==> src/rtl/bp_fe_scan_sequencer.sv <==
// Frontend scan sequencer: turns 4-byte fetch words into 16/32-bit instructions for the scanner.
// Define BP_FE_SCAN_SEQ_COMPRESSED_EN for RVC halfword sequencing; otherwise each word passes through whole.
module bp_fe_scan_sequencer #(
    parameter int vaddr_width_p  = 39,
    parameter int instr_width_gp = 32
) (
    input  logic                      clk_i,
    input  logic                      reset_i,
    input  logic                      redirect_v_i,
    input  logic                      fetch_v_i,
    input  logic [vaddr_width_p-1:0]  fetch_pc_i,
    input  logic [instr_width_gp-1:0] fetch_data_i,
    output logic                      fetch_ready_o,
    output logic                      instr_v_o,
    output logic [instr_width_gp-1:0] instr_o,
    output logic [vaddr_width_p-1:0]  instr_pc_o,
    output logic                      instr_compressed_o,
    input  logic                      instr_ready_i,
    output logic                      misalign_o
);
    typedef enum logic [2:0] {S_EMPTY, S_LOW, S_HIGH, S_SPLIT, S_JOIN} state_e;

    state_e                    state_q, state_d, load_state;
    logic [vaddr_width_p-1:0]  base_q, base_d, load_base;
    logic [instr_width_gp-1:0] data_q, data_d;
    logic                      can_accept, retire, accept;

`ifdef BP_FE_SCAN_SEQ_COMPRESSED_EN
    logic [15:0]              half0, half1, split_half_q, split_half_d;
    logic [vaddr_width_p-1:0] split_pc_q, split_pc_d;
    logic [vaddr_width_p-3:0] split_word_next;
    logic                     half0_c, half1_c, split_match, fire;
    logic                     misalign_q, misalign_d;

    assign half0   = data_q[15:0];
    assign half1   = data_q[31:16];
    assign half0_c = (half0[1:0] != 2'b11);
    assign half1_c = (half1[1:0] != 2'b11);

    // split_pc always sits at offset 2, so the following word index is just the upper bits plus one.
    assign split_word_next = split_pc_q[vaddr_width_p-1:2] + (vaddr_width_p-2)'(1);
    assign split_match     = ~fetch_pc_i[1] && (fetch_pc_i[vaddr_width_p-1:2] == split_word_next);
    assign load_base       = fetch_pc_i & ~vaddr_width_p'(3);
    assign load_state      = fetch_pc_i[1] ? S_HIGH : S_LOW;
    assign misalign_o      = misalign_q;
`else
    assign load_base       = fetch_pc_i;
    assign load_state      = S_LOW;
    assign misalign_o      = 1'b0;
`endif

    always_comb begin
        state_d            = state_q;
        base_d             = base_q;
        data_d             = data_q;
        instr_v_o          = 1'b0;
        instr_o            = data_q;
        instr_pc_o         = base_q;
        instr_compressed_o = 1'b0;
        can_accept         = 1'b0;
        retire             = 1'b0;
`ifdef BP_FE_SCAN_SEQ_COMPRESSED_EN
        split_half_d       = split_half_q;
        split_pc_d         = split_pc_q;
        misalign_d         = 1'b0;
`endif

        case (state_q)
            S_EMPTY: can_accept = 1'b1;
            S_LOW: begin
                instr_v_o = 1'b1;
`ifdef BP_FE_SCAN_SEQ_COMPRESSED_EN
                if (half0_c) begin
                    instr_o            = {16'b0, half0};
                    instr_compressed_o = 1'b1;
                end else begin
                    retire = instr_ready_i;
                end
`else
                retire = instr_ready_i;
`endif
            end
`ifdef BP_FE_SCAN_SEQ_COMPRESSED_EN
            S_HIGH: begin
                if (half1_c) begin
                    instr_v_o          = 1'b1;
                    instr_o            = {16'b0, half1};
                    instr_pc_o         = base_q + vaddr_width_p'(2);
                    instr_compressed_o = 1'b1;
                    retire             = instr_ready_i;
                end
            end
            S_SPLIT: can_accept = 1'b1;
            S_JOIN: begin
                instr_v_o  = 1'b1;
                instr_o    = {half0, split_half_q};
                instr_pc_o = split_pc_q;
            end
`endif
            default: ;
        endcase

        if (redirect_v_i) begin
            instr_v_o  = 1'b0;
            can_accept = 1'b0;
            retire     = 1'b0;
        end
        // Retiring the last instruction frees the word buffer in the same cycle.
        fetch_ready_o = ~reset_i & (can_accept | retire);
        accept        = fetch_v_i & fetch_ready_o;
        if (accept) begin
            base_d = load_base;
            data_d = fetch_data_i;
        end

`ifdef BP_FE_SCAN_SEQ_COMPRESSED_EN
        fire = instr_v_o & instr_ready_i;
`endif
        if (redirect_v_i) begin
            state_d = S_EMPTY;
        end else begin
            case (state_q)
                S_EMPTY: if (accept) state_d = load_state;
                S_LOW: begin
`ifdef BP_FE_SCAN_SEQ_COMPRESSED_EN
                    if (fire) state_d = S_HIGH;
`endif
                    if (retire) state_d = accept ? load_state : S_EMPTY;
                end
`ifdef BP_FE_SCAN_SEQ_COMPRESSED_EN
                S_HIGH: begin
                    if (retire) begin
                        state_d = accept ? load_state : S_EMPTY;
                    end else if (!half1_c) begin
                        split_half_d = half1;
                        split_pc_d   = base_q + vaddr_width_p'(2);
                        state_d      = S_SPLIT;
                    end
                end
                S_SPLIT: begin
                    if (accept) begin
                        if (split_match) begin
                            state_d = S_JOIN;
                        end else begin
                            state_d    = load_state;
                            misalign_d = 1'b1;
                        end
                    end
                end
                S_JOIN: if (fire) state_d = S_HIGH;
`endif
                default: state_d = S_EMPTY;
            endcase
        end
    end

    always_ff @(posedge clk_i or posedge reset_i) begin
        if (reset_i) begin
            state_q      <= S_EMPTY;
            base_q       <= '0;
            data_q       <= '0;
`ifdef BP_FE_SCAN_SEQ_COMPRESSED_EN
            split_half_q <= '0;
            split_pc_q   <= '0;
            misalign_q   <= 1'b0;
`endif
        end else begin
            state_q      <= state_d;
            base_q       <= base_d;
            data_q       <= data_d;
`ifdef BP_FE_SCAN_SEQ_COMPRESSED_EN
            split_half_q <= split_half_d;
            split_pc_q   <= split_pc_d;
            misalign_q   <= misalign_d;
`endif
        end
    end
endmodule

==> config.mk <==
export PLATFORM = sky130hd
export DESIGN_NAME = bp_fe_scan_sequencer
export DESIGN_NICKNAME = d
export VERILOG_FILES = /design/src/rtl/bp_fe_scan_sequencer.sv
export SDC_FILE = /design/constraint.sdc
export NUM_CORES = 1
export LEC_CHECK = 0
export ABC_AREA = 0
export CELL_PAD_IN_SITES_DETAIL_PLACEMENT = 0
export CELL_PAD_IN_SITES_GLOBAL_PLACEMENT = 1
export CORE_UTILIZATION = 34
export CTS_CLUSTER_DIAMETER = 120
export DETAILED_ROUTE_END_ITERATION = 8
export PLACE_DENSITY = 0.86
export SLEW_MARGIN = 0
export SYNTH_ARGS = -nofsm -noshare
export SYNTH_HDL_FRONTEND = slang
export SYNTH_SLANG_ARGS = --single-unit
==> constraint.sdc <==
create_clock -name clk_i -period 4.1 [get_ports clk_i]
set_input_delay 1.23 -clock clk_i [delete_from_list [all_inputs] [get_ports clk_i]]
set_output_delay 1.23 -clock clk_i [all_outputs]
set_load 0.02 [all_outputs]
# Word level (Yosys, flattened, before mapping)
# Index checks and enable logic that the tools add are counted.
totals:
  input_bits: 76
  ff_bits: 74
  wordCells: 23
  out_inout_bits: 75
classes:
  bitwise_logic: 4
  n_eq_ne: 3
  n_mux: 11
  n_reduce_logical: 2
op_table:
  columns: ["cell", "count"]
  rows:
  - ["$mux 3", 3]
  - ["$mux 1", 7]
  - ["$ne 3x3->1 const B", 2]
  - ["$pmux 3 s2", 1]
  - ["$eq 3x1->1 const B", 1]
  - ["$logic_not 3->1", 1]
  - ["$and 1x1->1", 2]
  - ["$reduce_and 2->1", 1]
  - ["$not 1->1", 1]
  - ["$or 1x1->1", 1]

# Logic depth before layout (Yosys ltp)
logic_depth:
  depth_word: 10
  ltp_mapped: 4
  depth_no_buf: 3

# Least setup slack after synthesis
# OpenSTA, ideal clock, no wires.
synth_timing:
  kind: "input-to-output"
  start: "input port instr_ready_i"
  end: "output port fetch_ready_o"
  required_ns: 2.870
  arrival_time_ns: 1.633
  setup_slack_ns: 1.237
  path_buffers: 0
  path_stages: 2
  cell_sequence: "nand2b_1 > and2_1"
synth_between:
  elab_chain_len: 4
synth_lines:
  columns: ["element", "line_no", "source"]
  rows:
  - ["from (decl)", "18", "input logic instr_ready_i,"]
  - ["$mux 1", "68", "case (state_q)"]
  - ["$mux 1", "103", "if (redirect_v_i) begin"]
  - ["$or 1x1->1", "109", "fetch_ready_o = ~reset_i & (can_accept | retire);"]
  - ["$and 1x1->1", "109", null]
  - ["to (decl)", "13", "output logic fetch_ready_o,"]
# No other way between the ends.

# Final worst setup path
layout_timing:
  start: "input port redirect_v_i"
  end: "output port fetch_ready_o"
layout_between:
  elab_chain_len: 3
  elab_cells_between_ends: 4
  classes_between: "2 x mux; 2 x bitwise"
layout_lines:
  columns: ["element", "line_no", "source"]
  rows:
  - ["from (decl)", "9", "input logic redirect_v_i,"]
  - ["$mux 1", "103", null]
  - ["$or 1x1->1 *", "109", null]
  - ["$and 1x1->1 *", "109", null]
# Mark *: on every way between the ends. The rest lies on a longest branch, timed or not.

==> flow_summary.yaml <==
worst_hold_path:
  hold_end: "instr_o[11]"
  hold_path.class: "register to register"
  hold_depth: 1
  hold_start: "instr_o[11]"
sta:
  slew_violations: 0
  finalSetupViolCount: 0
  finalHoldViolations: 0
  setup_ws_ns: 0.272
  skew_ns: 0.00775
  finalSetupTns_ns: 0
  slew_headroom_pct: 62.8
  worst_slew_pin_slew_ns: 0.559
  fin_crit_sh_pct: 93.4
  rsz0062_at_grt: "false"
  fmax_mhz: 261
  post-route-min-period_ns: 3.83
setup_path:
  critPathLaunchType: "input pin"
  r2r_start: "state_q[0]"
  critical_path_arrival_ns: 2.60
  crit_top_cell: "clkdlybuf4s50_1"
  cp_cell_sequence: "clkdlybuf4s50_1 -> nor2_4 -> and2_1 -> clkdlybuf4s50_1"
  cp-end-kind: "output port"
  cpMaxStageDelayCell: "clkdlybuf4s50_1"
  crit_fanout: 3
  path_buf_inv: 2
  ff2ff_setup_slack_ns: 2.30
  reg2regPathDepth: 4
  cp.required_ns: 2.87
  path_class: "input pin to output port"
  r2r-end: "instr_o[0]"
  crit_family: "buffers and inverters"
  slowest_delay_ns: 0.59
route:
  ant_nets: 0
  drt_iter0_markers: 42
  first_pass_iters: 4
  totalWireLength_um: 6600
  viasPerCell: 4.39
  drc_errors: 0
  wl_per_cell_um: 15.5
  vias: 1871
finish:
  num_antenna_cells: 0
  mostFrequentLayoutCells: "clkdlybuf4s50_1, dfrtp_1, mux2_4"
  layout.cells.non_filler: 426
  fillCellCount: 681
  final_area_sq_mm: 0.00481
  syn_to_final_growth_pct: 59.7
  fin_nets: 392
  fin_util_pct: 57.4
  final_common_cell: "clkdlybuf4s50_1"
  drive_above_1_share_pct: 29.0
die:
  die_area_sq_mm: 0.00925
  rows: 33
  die_y_um: 96.2
  pin_count: 151
  initial_core_util_pct: 36.0
  die-width_um: 96.2
  design.core.area_sq_mm: 0.00838
placed_design:
  placedCellCount: 410
  dpl-instance-area_sq_mm: 0.00460
  place_ws_ns: 0.261
  port-buffer-count: 148
  gp_congestion: 0.651
  dp_hpwl_um: 4750
clock_tree:
  cts.clk_slew.worst_paths_ns: 0.07
  cts_hold_buf: 0
  cts_tree: "yes"
  clock_path_buffers: 2
  cts_setup_buffers: 0
  ctsResizeCount: 0
  cts_buffers: 9
  h-tree-depth: 3
  cts.sinks: 72
  clk_latency_ns: 0.33
  cts_root_buffer: "clkbuf_8"
pwr:
  peakVddDrop_mv: 0.208
  powerDensity_mw_per_mm2: 482
  p_leak_uw: 0.00224
yosys:
  ys_seq_area_share_pct: 59.8
  synth_cell_types: 13
  synth_cells: 160
  synth_warnings: 0
  ys_ff_latch: 72
  synthTopCellsByArea: "dfrtp_1, mux2_4, buf_6"
  syn-cell-area_sq_mm: 0.00301
  synth_top_area_share_pct: 59.8
  yosysTopAreaCell: "dfrtp_1"
  synth_area_per_cell_sq_um: 18.8
global_routing:
  grt_pass1_vias: 1998
  grt_overflow: 0
  grt_usage_pct: 14.8
  antenna_found_initial: 0
  grt_pass1_wl_um: 10300
  grt_max_degree: 34
job:
  cap_violations: 0
run_status:
  status: "finished clean"
==> registers in the layout, indices dropped and copies added (netlist names) <==
name / flops
instr_pc_o: 39
instr_o: 32
state_q: 1
==> layout make-up <==
cell class	instances	area, sq um	area share (%)
clock buffer	11	131	2.73
clock inverter	5	81.3	1.69
multi-input combinational	79	1120	23.2
tap	105	131	2.73
timing repair buffer	153	1540	32.1
inverter	1	3.75	0.0780
sequential	72	1800	37.4
==> synthesized netlist by cell type (all sizes together) <==
library cell / number
dfrtp: 72
mux2: 71
buf: 9
a21oi: 1
and2: 1
conb: 1
inv: 1
nand2b: 1
nand3: 1
nor2: 1
nor2b: 1
==> layer usage <==
layer	vias up	wire (um)	track usage (%)
li1	857	-	-
met1	909	2910	20.5
met2	97	2990	22.0
met3	8	620	4.42
met4	0	70	5.22
met5	-	0	0
==> cell families after synthesis <==
| family | after synthesis | synth area share, % |
|---|---|---|
| DFF | 72 | 59.8 |
| and+or+nand+nor | 5 | 1.58 |
| AOI/OAI and AO/OA | 1 | 0.166 |
| muxes | 71 | 35.1 |
| buffers and inverters | 10 | 3.24 |
| other | 1 | 0.124 |
==> worst max-delay path by stage <==
| stage | start | endpoint | slack (ns) | cells past startpoint |
|---|---|---|---|---|
| floorplan | reset_i | instr_o[0] | 1.05 | 1 |
| global route | instr_ready_i | fetch_ready_o | 0.19 | 4 |
| detailed placement | redirect_v_i | fetch_ready_o | 0.26 | 4 |
| CTS | instr_ready_i | fetch_ready_o | 0.26 | 4 |
| global placement | redirect_v_i | fetch_ready_o | 0.28 | 4 |
| finish | redirect_v_i | fetch_ready_o | 0.27 | 4 |
==> stage by stage <==
step	total power (uW)	hold slack, ns
after CTS	2350	0.513
after global routing	2440	0.527
after detailed placement	1740	0.491
final	2320	0.511
after global placement	1730	0.488
after floorplan	1340	0.585
==> worst register-to-register path: cells and delay by family, from the launching register on <==
| family | cells | cell delay (ns) |
|---|---|---|
| flip-flops | 1 | 0.38 |
| multiplexers | 1 | 0.31 |
| AND/OR/NAND/NOR | 2 | 0.60 |
| buffers and inverters | 1 | 0.40 |
==> report_power, final <==
| part | leakage (uW) | total [uW] | switching, uW | internal [uW] |
|---|---|---|---|---|
| clock network | 0.000104 | 601 | 257 | 343 |
| logic | 0.00129 | 795 | 316 | 479 |
| registers | 0.000855 | 926 | 78.4 | 848 |
| total | 0.00224 | 2320 | 652 | 1670 |
No activity file was read; power rests on OpenSTA's default activity.
